**src/rtl/sound_sequencer.sv**
```systemverilog
// sound_sequencer: turns single-cycle game events into a held sound_type,
// the 8 kHz sample strobe and the sample index for the audio player.
// Optional build macro: SOUND_SEQ_CHOMP_QUEUE_EN (1-deep chomp queue).
package sound_seq_pkg;
  typedef enum logic [2:0] {
    SND_NONE      = 3'd0,
    SND_CHOMP     = 3'd1,
    SND_EAT_GHOST = 3'd2,
    SND_DEATH     = 3'd3,
    SND_INTRO     = 3'd4
  } sound_t;
endpackage

module sound_sequencer
  import sound_seq_pkg::*;
#(
  parameter int CLK_HZ    = 25_000_000,
  parameter int SAMPLE_HZ = 8_000,
  parameter int CHOMP_LEN = 5736,
  parameter int GHOST_LEN = 4096,
  parameter int DEATH_LEN = 8000,
  parameter int INTRO_LEN = 8191
) (
  input  logic        clk_25MHZ,
  input  logic        rst_n,
  input  logic        evt_chomp,
  input  logic        evt_eat_ghost,
  input  logic        evt_death,
  input  logic        evt_intro,
  input  logic        mute,
  output logic        clk_8KHZ,
  output sound_t      sound_type,
  output logic [12:0] sample_idx,
  output logic        playing,
  output logic        clip_done
);

  localparam int DIV = CLK_HZ / SAMPLE_HZ;
  localparam int DW  = $clog2(DIV);

  typedef enum logic {IDLE, PLAY} state_t;

  logic [DW-1:0] div_cnt_q, div_cnt_d;
  logic          strobe_q, strobe_d;
  state_t        state_q, state_d;
  sound_t        cur_q, cur_d;
  logic [12:0]   idx_q, idx_d;
  logic          done_q, done_d;
  sound_t        evt_win;
  logic          at_last;
`ifdef SOUND_SEQ_CHOMP_QUEUE_EN
  logic          pend_q, pend_d;
`endif

  // Last valid sample index of each clip.
  function automatic logic [12:0] clip_last(input sound_t s);
    case (s)
      SND_CHOMP:     clip_last = 13'(CHOMP_LEN - 1);
      SND_EAT_GHOST: clip_last = 13'(GHOST_LEN - 1);
      SND_DEATH:     clip_last = 13'(DEATH_LEN - 1);
      SND_INTRO:     clip_last = 13'(INTRO_LEN - 1);
      default:       clip_last = 13'd0;
    endcase
  endfunction

  // Free-running divider; strobe is registered so it coincides with div_cnt==DIV-1.
  always_comb begin
    div_cnt_d = (div_cnt_q == DW'(DIV - 1)) ? '0 : div_cnt_q + DW'(1);
    strobe_d  = (div_cnt_d == DW'(DIV - 1));
  end

  // Priority encode simultaneous events; the enum ordering doubles as priority rank.
  always_comb begin
    evt_win = SND_NONE;
    if (evt_intro)          evt_win = SND_INTRO;
    else if (evt_death)     evt_win = SND_DEATH;
    else if (evt_eat_ghost) evt_win = SND_EAT_GHOST;
    else if (evt_chomp)     evt_win = SND_CHOMP;
  end

  // Next-state logic: start, preempt, advance and end-of-clip handling.
  always_comb begin
    state_d = state_q;
    cur_d   = cur_q;
    idx_d   = idx_q;
    done_d  = 1'b0;
    at_last = strobe_q && (idx_q == clip_last(cur_q));
`ifdef SOUND_SEQ_CHOMP_QUEUE_EN
    pend_d  = pend_q;
`endif
    case (state_q)
      IDLE: begin
        if (evt_win != SND_NONE) begin
          state_d = PLAY;
          cur_d   = evt_win;
          idx_d   = '0;
        end
      end
      PLAY: begin
        if (evt_win > cur_q) begin
          // Strictly higher priority restarts; an accepted event also masks a final strobe.
          cur_d = evt_win;
          idx_d = '0;
`ifdef SOUND_SEQ_CHOMP_QUEUE_EN
          pend_d = 1'b0;
`endif
        end else begin
`ifdef SOUND_SEQ_CHOMP_QUEUE_EN
          if (evt_chomp && (cur_q == SND_CHOMP)) pend_d = 1'b1;
          if (at_last) begin
            done_d = 1'b1;
            idx_d  = '0;
            if (pend_d) begin
              pend_d = 1'b0;
            end else begin
              state_d = IDLE;
              cur_d   = SND_NONE;
            end
          end else if (strobe_q) begin
            idx_d = idx_q + 13'd1;
          end
`else
          if (at_last) begin
            done_d  = 1'b1;
            idx_d   = '0;
            state_d = IDLE;
            cur_d   = SND_NONE;
          end else if (strobe_q) begin
            idx_d = idx_q + 13'd1;
          end
`endif
        end
      end
      default: state_d = IDLE;
    endcase
  end

  // State registers; reset aborts any clip silently.
  always_ff @(posedge clk_25MHZ or negedge rst_n) begin
    if (!rst_n) begin
      div_cnt_q <= '0;
      strobe_q  <= 1'b0;
      state_q   <= IDLE;
      cur_q     <= SND_NONE;
      idx_q     <= '0;
      done_q    <= 1'b0;
`ifdef SOUND_SEQ_CHOMP_QUEUE_EN
      pend_q    <= 1'b0;
`endif
    end else begin
      div_cnt_q <= div_cnt_d;
      strobe_q  <= strobe_d;
      state_q   <= state_d;
      cur_q     <= cur_d;
      idx_q     <= idx_d;
      done_q    <= done_d;
`ifdef SOUND_SEQ_CHOMP_QUEUE_EN
      pend_q    <= pend_d;
`endif
    end
  end

  assign clk_8KHZ   = strobe_q;
  assign sound_type = mute ? SND_NONE : cur_q;
  assign sample_idx = idx_q;
  assign playing    = (state_q == PLAY);
  assign clip_done  = done_q;

endmodule

```
**config.mk**
```make
export PLATFORM = sky130hd
export DESIGN_NAME = sound_sequencer
export DESIGN_NICKNAME = d
export VERILOG_FILES = /design/src/rtl/sound_sequencer.sv
export SDC_FILE = /design/constraint.sdc
export NUM_CORES = 1
export LEC_CHECK = 0
export ABC_AREA = 1
export CAP_MARGIN = 20
export CELL_PAD_IN_SITES_DETAIL_PLACEMENT = 1
export CELL_PAD_IN_SITES_GLOBAL_PLACEMENT = 1
export CORE_MARGIN = 2
export CORE_UTILIZATION = 35
export DETAILED_ROUTE_END_ITERATION = 8
export GPL_ROUTABILITY_DRIVEN = 1
export PLACE_DENSITY_LB_ADDON = 0.1
export REMOVE_ABC_BUFFERS = 1
export SLEW_MARGIN = 20
export SYNTH_ARGS = -nofsm -noshare
export SYNTH_HDL_FRONTEND = slang
export SYNTH_SLANG_ARGS = --single-unit
```
**constraint.sdc**
```tcl
create_clock -name clk_25MHZ -period 1.96 [get_ports clk_25MHZ]
set_input_delay 0.392 -clock clk_25MHZ [delete_from_list [all_inputs] [get_ports clk_25MHZ]]
set_output_delay 0.392 -clock clk_25MHZ [all_outputs]
set_load 0.02 [all_outputs]
```
==> results.json, run 1 <==
{
  "p_switching_uw": 1320,
  "pre_cts_ws_ps": -695,
  "synth.mux.area_fraction_pct": 0,
  "grt_max_degree": 32,
  "p_leak_uw": 0.00143,
  "postCtsHoldBufs": 0,
  "clkTransAtPathRegs_ps": 70,
  "p_per_area_nw_per_um2": 1110,
  "fin_nets": 363,
  "io_pins": 26,
  "core-area_um2": 5410,
  "netlist_instances": 282,
  "ys_seq_area_share_pct": 40.2,
  "crit_fanout": 7,
  "synth-xor-area-share_pct": 3.18,
  "setup_viol": 0,
  "antenna_found_initial": 0,
  "cts_tree": "built",
  "ys_ff_latch": 31,
  "root_buffer": "clkbuf_8",
  "seq_area_um2": 777,
  "synth_area_leaders": "dfrtp_1, nand2_1, nor2_1",
  "via_per_inst": 4.82,
  "fillers": 687,
  "max_freq_ghz": 0.545,
  "final_hold_viol_count": 0,
  "worstPathCellList": "inv_2, ha_4, a21oi_2, nand2_1, nand2_1, nand2_2, inv_2, nand2_4, nand2_4, inv_8, buf_4, nand4_1, o21ai_0",
  "pwr-share-comb_pct": 53.4,
  "synth.top_cell.area_share_pct": 40.2,
  "worstMarginPinSlew_ps": 428,
  "crit_family": "simple AND/OR/NAND/NOR gates",
  "internal-power_uw": 1830,
  "syn-cell-area_um2": 1930,
  "synth.largest_area_cell": "dfrtp_1",
  "clock_skew_ps": 4.04,
  "drt_iter0_drc": 42,
  "drive_gt1_share_pct": 25.6,
  "die_h_um": 78.2,
  "cpPeakStageDelay_ps": 400,
  "place.gp.congestion": 0.812,
  "seqPwrFrac_pct": 25.4,
  "ys_types": 24,
  "synth_compound_area_share_pct": 4.22,
  "vias": 2037,
  "die_area_um2": 6120,
  "r2r-end": "sample_idx[0]$_DFFE_PN0P_",
  "cts-buffers-inserted": 5,
  "maxSlewHeadroom_pct": 71.5,
  "routed_wl_um": 6260,
  "cts_buffer_depth": 2,
  "drc": 0,
  "critical_path.endpoint_type": "register",
  "insertion_delay_ps": 280,
  "synth_fa_ha_area_share_pct": 3.89,
  "wl_per_cell_um": 14.8,
  "rsz0062_at_grt": "true",
  "mostFrequentLayoutCells": "nand2_1, nor2_1, inv_1",
  "placed_area_um2": 2410,
  "maxSlewViolCount": 0,
  "r2r_slack_ps": 130,
  "fin_area_um2": 2850,
  "reg2reg_from": "cur_q[2]$_DFFE_PN0P_",
  "hpwl_um": 4240,
  "reg2regPathDepth": 13,
  "cp_slowest_cell": "dfrtp_1",
  "htree_levels": 2,
  "diodes": 0,
  "core.rowCount": 27,
  "grt-ovfl-total": 0,
  "drt.antenna.violating_nets": 0,
  "final_common_cell": "nand2_1",
  "cp.arrival_ps": 2000,
  "io_buffers": 25,
  "final.setup.tns_ps": 0,
  "synth_warnings": 0,
  "min_path_type": "in -> async",
  "multiInputGateArea_um2": 1150,
  "grt_pass1_vias": 2172,
  "synth_top_family_by_area": "simple AND/OR/NAND/NOR gates",
  "grt_usage_pct": 21.4,
  "min_period_ps": 1830,
  "status": "finished clean",
  "grt_pass1_wl_um": 10200,
  "timing.final.ws_setup_ps": 125,
  "clkPwrFrac_pct": 21.2,
  "power.share.switching_pct": 41.9,
  "cts_sinks": 31,
  "synthToLayoutAreaGrowth_pct": 47.5,
  "start_kind": "register",
  "crit_type": "reg -> reg",
  "cp_data_required_time_ps": 2120,
  "synth_simple_gate_area_share_pct": 38.4,
  "ir_worst_vdd_mv": 0.461,
  "critPathBufInv": 4,
  "start_util_pct": 35.7,
  "drv_cap": 0,
  "fin_crit_sh_pct": 93.6,
  "drt_pass1_iterations": 4,
  "die_x_um": 78.2,
  "syn_avg_cell_area_um2": 6.84
}
[timing repair]
action	CTS	global route
gates resized for setup	22	41
buffers inserted	11	5
setup endpoints to repair	17	20
gates cloned	0	1
pin swaps	7	20
[cell type report]
type | count | area share [%]
clock buffer | 6 | 2.90
clock inverter | 2 | 1.23
inverter | 47 | 6.73
multi-input combinational | 204 | 40.6
sequential | 31 | 27.3
tap | 72 | 3.16
timing repair buffer | 61 | 18.1
[cells in the mapped netlist (all sizes together)]
cell and count:
nor3 4, a22oi 1, o211ai 1, nand2 81, inv 47, nor2 55, ha 6, a21oi 5
or2 1, nand3b 1, nand4 8, nand3 24, xnor2 2, dfrtp 31, o21ai 7, xor2 5
buf 1, o22ai 1, nor4 1
[routing by layer]
metal  GRT usage [%]  part of all wire, %  vias to the layer above
met5               0                    0                        -
met4            7.02                  2.2                        0
met3            3.79                  2.0                       14
met2            40.8                   56                       21
met1            23.9                   40                      990
li1                -                    -                     1012
[worst reg2reg max path, delay by kind of cell (launching register included)]
kind,cells,cell delay (ps)
DFF,1,400
AOI/OAI and AO/OA,2,260
and+or+nand+nor,6,470
buffers and inverters,4,360
adders and majority gates,1,210
[how the worst max path moves through the flow]
stage | startpoint | to | cells past startpoint
after global routing | cur_q[1]$_DFFE_PN0P_ | cur_q[0]$_DFFE_PN0P_ | 14
after global placement | evt_death | sample_idx[0]$_DFFE_PN0P_ | 15
final | cur_q[2]$_DFFE_PN0P_ | sample_idx[0]$_DFFE_PN0P_ | 13
after CTS | mute | sound_type[0] | 3
after detailed placement | evt_death | sample_idx[0]$_DFFE_PN0P_ | 15
after floorplan | evt_eat_ghost | sample_idx[4]$_DFFE_PN0P_ | 15
[power groups by stage]
stage | combinational [uW] | sequential (uW) | clock (uW)
after floorplan | 724 | 825 | 0
after global placement | 1280 | 787 | 0
after detailed placement | 1310 | 788 | 0
after CTS | 1450 | 783 | 691
after global routing | 1850 | 812 | 715
final | 1680 | 802 | 669
[stage by stage]
step | hold WS [ps] | total power (uW) | util [%] | std cells
2_1_floorplan | 96.4 | 1550 | - | 281
3_3_place_gp | 503 | 2060 | 44.6 | 398
3_5_place_dp | 507 | 2100 | 44.6 | 398
4_1_cts | 523 | 2930 | 49.5 | 417
5_1_grt | 542 | 3370 | 52.7 | 423
6_report | 514 | 3150 | 52.7 | 423
[sequential cells by signal, summed over array words and instances (netlist names)]
| name | count |
|---|---|
| playing | 1 |
| cur_q | 3 |
| clip_done | 1 |
| clk_8KHZ | 1 |
| sample_idx | 13 |
| div_cnt_q | 12 |
[logic make-up after synthesis]
family | Yosys count
compound gates | 15
xor+xnor | 7
fa+ha+maj | 6
simple gates | 175
buf+inv | 48
flops | 31
(Power assumes the default switching activity.)
==> inputs of run 2 (changes only) <==
--- a/config.mk
+++ b/config.mk
@@ -10,7 +10,7 @@
 export CELL_PAD_IN_SITES_DETAIL_PLACEMENT = 1
 export CELL_PAD_IN_SITES_GLOBAL_PLACEMENT = 1
 export CORE_MARGIN = 2
-export CORE_UTILIZATION = 35
+export CORE_UTILIZATION = 39
 export DETAILED_ROUTE_END_ITERATION = 8
 export GPL_ROUTABILITY_DRIVEN = 1
 export PLACE_DENSITY_LB_ADDON = 0.1
==> constraint.sdc (replaced) <==
create_clock -name clk_25MHZ -period 2 [get_ports clk_25MHZ]
set_input_delay 0.4 -clock clk_25MHZ [delete_from_list [all_inputs] [get_ports clk_25MHZ]]
set_output_delay 0.4 -clock clk_25MHZ [all_outputs]
set_load 0.02 [all_outputs]
==> run 2 against run 1 <==
Power decreased by 6.2%. Wire length decreased by 9.5%. Worst hold slack got worse by 60 ps. Final cell count decreased by 5.0%. First-iteration DRC count increased by 120%. Utilization increased by 3.3 points. Clock power decreased by 3.0%. Setup slack got worse by 79 ps. Count of clock-buffer cells in the layout unchanged. Critical endpoint is now sample_idx[8]$_DFFE_PN0P_. Largest power group unchanged. Register-to-register slack got worse by 20 ps.
==> results.json, run 2 (synthesis results as in run 1) <==
{
  "root_buffer": "clkbuf_8",
  "core-area_um2": 4750,
  "io_buffers": 25,
  "clkTransAtPathRegs_ps": 70,
  "crit_type": "in -> reg",
  "drv_cap": 0,
  "clock_skew_ps": 10.2,
  "vias": 1947,
  "reg2reg_from": "cur_q[2]$_DFFE_PN0P_",
  "die_area_um2": 5530,
  "pwr-share-comb_pct": 51.9,
  "htree_levels": 2,
  "reg2regPathDepth": 15,
  "maxSlewViolCount": 0,
  "min_path_type": "in -> reg",
  "final_common_cell": "nand2_1",
  "start_util_pct": 40.6,
  "die_x_um": 74.3,
  "start_kind": "input pin",
  "fin_cells": 402,
  "worstMarginPinSlew_ps": 425,
  "drt_pass1_iterations": 4,
  "die_h_um": 74.3,
  "drc": 0,
  "postCtsHoldBufs": 0,
  "clkPwrFrac_pct": 22.0,
  "min-delay-start": "evt_intro",
  "drt.antenna.violating_nets": 0,
  "diodes": 0,
  "synthToLayoutAreaGrowth_pct": 37.9,
  "grt_pass1_wl_um": 9290,
  "via_per_inst": 4.84,
  "drive_gt1_share_pct": 19.1,
  "fin_nets": 347,
  "dp.cells": 391,
  "cts-buffers-inserted": 5,
  "multiInputGateArea_um2": 1080,
  "r2r-end": "cur_q[0]$_DFFE_PN0P_",
  "grt_pass1_vias": 1983,
  "place.gp.congestion": 0.828,
  "seqPwrFrac_pct": 26.2,
  "ir_worst_vdd_mv": 0.606,
  "core.rowCount": 25,
  "maxSlewHeadroom_pct": 71.6,
  "min_period_ps": 1950,
  "grt-ovfl-total": 0,
  "largest_reg_flops": 13,
  "power.total_uw": 2960,
  "p_leak_uw": 0.00134,
  "internal-power_uw": 1730,
  "seq_area_um2": 778,
  "hpwl_um": 4060,
  "insertion_delay_ps": 290,
  "rsz0062_at_grt": "true",
  "wl_per_cell_um": 14.1,
  "r2r_slack_ps": 110,
  "cts_tree": "built",
  "worstHoldPathCells": 3,
  "cts_sinks": 31,
  "final_hold_viol_count": 0,
  "min_to": "cur_q[2]$_DFFE_PN0P_",
  "crit_fanout": 2,
  "p_per_area_nw_per_um2": 1110,
  "utilization_pct": 56.0,
  "grt_usage_pct": 22.6,
  "critical_path.endpoint_type": "register",
  "cp_data_required_time_ps": 2180,
  "cts_buffer_depth": 2,
  "antenna_found_initial": 0,
  "p_switching_uw": 1230,
  "cp.arrival_ps": 2140,
  "setup_viol": 0,
  "power.share.switching_pct": 41.5,
  "status": "finished clean",
  "grt_max_degree": 32,
  "max_freq_ghz": 0.512,
  "fin_crit_sh_pct": 97.7,
  "fillers": 626,
  "drt_iter0_drc": 94,
  "routed_wl_um": 5670,
  "io_pins": 26,
  "mostFrequentLayoutCells": "nand2_1, nor2_1, inv_1"
}
## run 2: area by class of cell
type                            instances  area share (%)
Timing Repair Buffer                   46            15.4
Multi-Input combinational cell        203            40.8
Inverter                               47            7.01
Tap cell                               67            3.15
Clock inverter                          2            1.32
Clock buffer                            6            3.10
Sequential cell                        31            29.2
## run 2: power groups by stage
stage	Sequential [uW]	Combinational, uW	Clock, uW
after floorplan	808	709	0
after global placement	771	1240	0
after detailed placement	775	1280	0
after CTS	763	1430	667
after global routing	782	1690	686
final	773	1530	649
## run 2: how the worst max path moves through the flow
stage | from | endpoint | cells after the start | slack [ps]
final | evt_death | sample_idx[8]$_DFFE_PN0P_ | 15 | 50
after global routing | cur_q[2]$_DFFE_PN0P_ | cur_q[0]$_DFFE_PN0P_ | 15 | -30
after CTS | evt_eat_ghost | sample_idx[12]$_DFFE_PN0P_ | 19 | 4
after detailed placement | evt_death | sample_idx[4]$_DFFE_PN0P_ | 15 | -690
after global placement | evt_death | sample_idx[4]$_DFFE_PN0P_ | 15 | -590
after floorplan | evt_eat_ghost | sample_idx[4]$_DFFE_PN0P_ | 15 | -40
## run 2: critical path, cell delays in order
cell and delay, ps:
clkdlybuf4s15_1 240, inv_1 90, a21oi_2 220, ha_4 240
nand3b_1 90, nand2_1 70, nand2_2 70, nand2_2 60
inv_2 80, nand2_4 70, buf_6 130, nand3_4 60
buf_4 110, xor2_1 130, nor2_1 60
## run 2: layer usage
layer / routed length, um / share of wire [%] / track usage, %
met3: 121 / 2.1 / 4.20
met5: 0 / 0 / 0
met1: 2460 / 43 / 26.3
met2: 3020 / 53 / 41.7
met4: 70 / 1.2 / 7.34
## run 2: per-stage QoR
step	TNS, ps	hold WS (ps)	instance area, um2	setup slack [ps]
2_1_floorplan	-180	104	1920	-36.7
3_3_place_gp	-8850	511	2390	-589
3_5_place_dp	-10830	517	2390	-686
4_1_cts	0	519	2580	4.03
5_1_grt	-112	467	2660	-30.4
6_report	0	454	2660	46.6
## run 2: what timing repair did
item / 4_1_cts / 5_1_grt
endpoints found under the setup margin: 16 / 20
pin swaps: 8 / 7
resized for setup: 23 / 21
buffers inserted: 1 / 2
==> inputs of run 3 (changes only) <==
==> constraint.sdc (replaced) <==
create_clock -name clk_25MHZ -period 2 [get_ports clk_25MHZ]
set_input_delay 0.6 -clock clk_25MHZ [delete_from_list [all_inputs] [get_ports clk_25MHZ]]
set_output_delay 0.6 -clock clk_25MHZ [all_outputs]
set_load 0.02 [all_outputs]
==> run 3 against run 2 <==
The flow now finishes with violations (setup timing). Fmax is 4.8% lower. Combinational power is 16% higher. Largest power group unchanged. Global-route usage is 2.5 points higher. Highest routed layer unchanged. Setup slack worse by 99 ps. Power is 5.8% higher. Cell area is 7.5% higher. Clock power is 13% lower. Largest cell class unchanged. Sequential share of layout area is 2.1 points lower. Critical path depth stayed put. Die area stayed put.
==> results.json, run 3 (synthesis results as in run 1) <==
{
  "core.rowCount": 25,
  "clock_skew_ps": 7.99,
  "worstPathCellList": "buf_6, a21oi_4, buf_4, buf_4, buf_4, buf_4, buf_4, nand4_1, buf_4, nand2_8, clkinv_8, nand2_1, nand2_1, nand2_1, nor2_1",
  "max_freq_ghz": 0.487,
  "largest_reg_flops": 13,
  "p_switching_uw": 1430,
  "pwr-share-comb_pct": 56.8,
  "postCtsHoldBufs": 0,
  "start_util_pct": 40.6,
  "seqPwrFrac_pct": 25.2,
  "io_pins": 26,
  "p_leak_uw": 0.00152,
  "crit_fanout": 8,
  "cp_slowest_cell": "buf_4",
  "min_path_type": "reg -> reg",
  "place.gp.congestion": 0.832,
  "grt_pass1_wl_um": 10200,
  "io_buffers": 25,
  "die_x_um": 74.3,
  "met3_length_um": 265,
  "grt_pass1_vias": 2205,
  "cts_buffer_depth": 2,
  "fin_nets": 360,
  "vias": 2121,
  "die_area_um2": 5530,
  "final_common_cell": "nand2_1",
  "cp.arrival_ps": 2230,
  "worstMarginPinSlew_ps": 480,
  "clkTransAtPathRegs_ps": 70,
  "p_per_area_nw_per_um2": 1090,
  "htree_levels": 2,
  "setup_viol": 6,
  "power.share.switching_pct": 45.7,
  "cts-buffers-inserted": 5,
  "pre_cts_ws_ps": -885,
  "root_buffer": "clkbuf_8",
  "diodes": 0,
  "drv_cap": 0,
  "die_h_um": 74.3,
  "status": "complete, but fails checks",
  "via_per_inst": 5.11,
  "min_period_ps": 2050,
  "routed_wl_um": 7380,
  "core-area_um2": 4750,
  "r2r_slack_ps": 80,
  "final.setup.tns_ps": -118,
  "mostFrequentLayoutCells": "nand2_1, nor2_1, inv_1",
  "drt.antenna.violating_nets": 0,
  "hpwl_um": 4130,
  "highest_layer": "met4",
  "insertion_delay_ps": 290,
  "drive_gt1_share_pct": 27.3,
  "timing.final.ws_setup_ps": -52.7,
  "grt_max_degree": 32,
  "final_hold_viol_count": 0,
  "violations": "setup timing",
  "critPathBufInv": 8,
  "maxSlewViolCount": 0,
  "cpPeakStageDelay_ps": 190,
  "start_kind": "input pin",
  "drt_iter0_drc": 114,
  "maxSlewHeadroom_pct": 67.7,
  "cts_sinks": 31,
  "synthToLayoutAreaGrowth_pct": 48.3,
  "drt_pass1_iterations": 4,
  "rsz0062_at_grt": "true",
  "crit_family": "buffers and inverters",
  "wl_met1_um": 2880,
  "grt_usage_pct": 25.1,
  "ir_worst_vdd_mv": 0.466,
  "cts_tree": "built",
  "fillers": 620,
  "critical_path.endpoint_type": "register",
  "internal-power_uw": 1700,
  "drc": 0,
  "clkPwrFrac_pct": 18.1,
  "wl_per_cell_um": 17.8,
  "fin_crit_sh_pct": 103,
  "multiInputGateArea_um2": 1180,
  "dr_wl_met2_um": 4050,
  "cp_data_required_time_ps": 2180,
  "cpMostUsedCell": "buf_4",
  "crit_type": "in -> reg",
  "seq_area_um2": 777,
  "grt-ovfl-total": 0,
  "antenna_found_initial": 0
}
[run 3: cell types whose count changed in the layout (fill, tap and decap cells not counted), moves of 3 or more]
cell,before,now
buf_6,1,8
nand2_1,74,68
nand2_2,5,8
buf_2,0,4
dlymetal6s2s_1,2,6
inv_1,39,36
buf_4,20,29
clkdlybuf4s50_1,19,11
[run 3: power by group through the flow]
stage / registers [uW] / clock network (uW) / logic (uW)
after floorplan: 808 / 0 / 709
after global placement: 779 / 0 / 1220
after detailed placement: 785 / 0 / 1260
after CTS: 773 / 583 / 1390
after global routing: 799 / 598 / 1880
final: 788 / 565 / 1770
[run 3: through the flow]
step	total power, uW	area [um2]	util [%]	hold slack, ps	cells
floorplan	1520	1920	-	304	281
global placement	2000	2380	50.1	505	390
detailed placement	2050	2380	50.1	512	390
CTS	2740	2620	55.2	531	414
global route	3280	2860	60.2	555	415
finish	3130	2860	60.2	526	415
[run 3: timing repair]
item	4_1_cts	5_1_grt
setup buffers	16	2
endpoints found under the setup margin	21	24
resized for setup	43	59
pin swaps	9	18
cloned	0	0
[run 3: path summary, 6_finish.rpt]
check / start / end / cells past startpoint
worst max register to register: cur_q[2]$_DFFE_PN0P_ / playing$_DFF_PN0_ / 13
worst min-delay path: div_cnt_q[8]$_DFF_PN0_ / div_cnt_q[8]$_DFF_PN0_ / 2
worst min register to register: div_cnt_q[8]$_DFF_PN0_ / div_cnt_q[8]$_DFF_PN0_ / 2
max in group asynchronous: rst_n / cur_q[0]$_DFFE_PN0P_ / 2
min in group asynchronous: rst_n / clip_done$_DFF_PN0_ / 2
worst max-delay path: evt_chomp / sample_idx[7]$_DFFE_PN0P_ / 15
[run 3: metal layers]
layer	up-vias	track usage, %
met1	1051	26.7
met4	0	9.52
met2	45	47.6
li1	1003	-
met3	22	6.10
met5	-	0
[run 3: cell type report]
class	count	area share, %
Clock buffer	8	3.50
Inverter	47	6.78
Multi-Input combinational cell	203	41.4
Sequential cell	31	27.2
Tap cell	67	2.93
Timing Repair Buffer	59	18.2
[run 3: worst min-delay path, delay by kind of cell (launching register included)]
family | cells | cell delay, ps
buffers and inverters | 1 | 50
xor gates and xnor gates | 1 | 90
DFF | 1 | 360
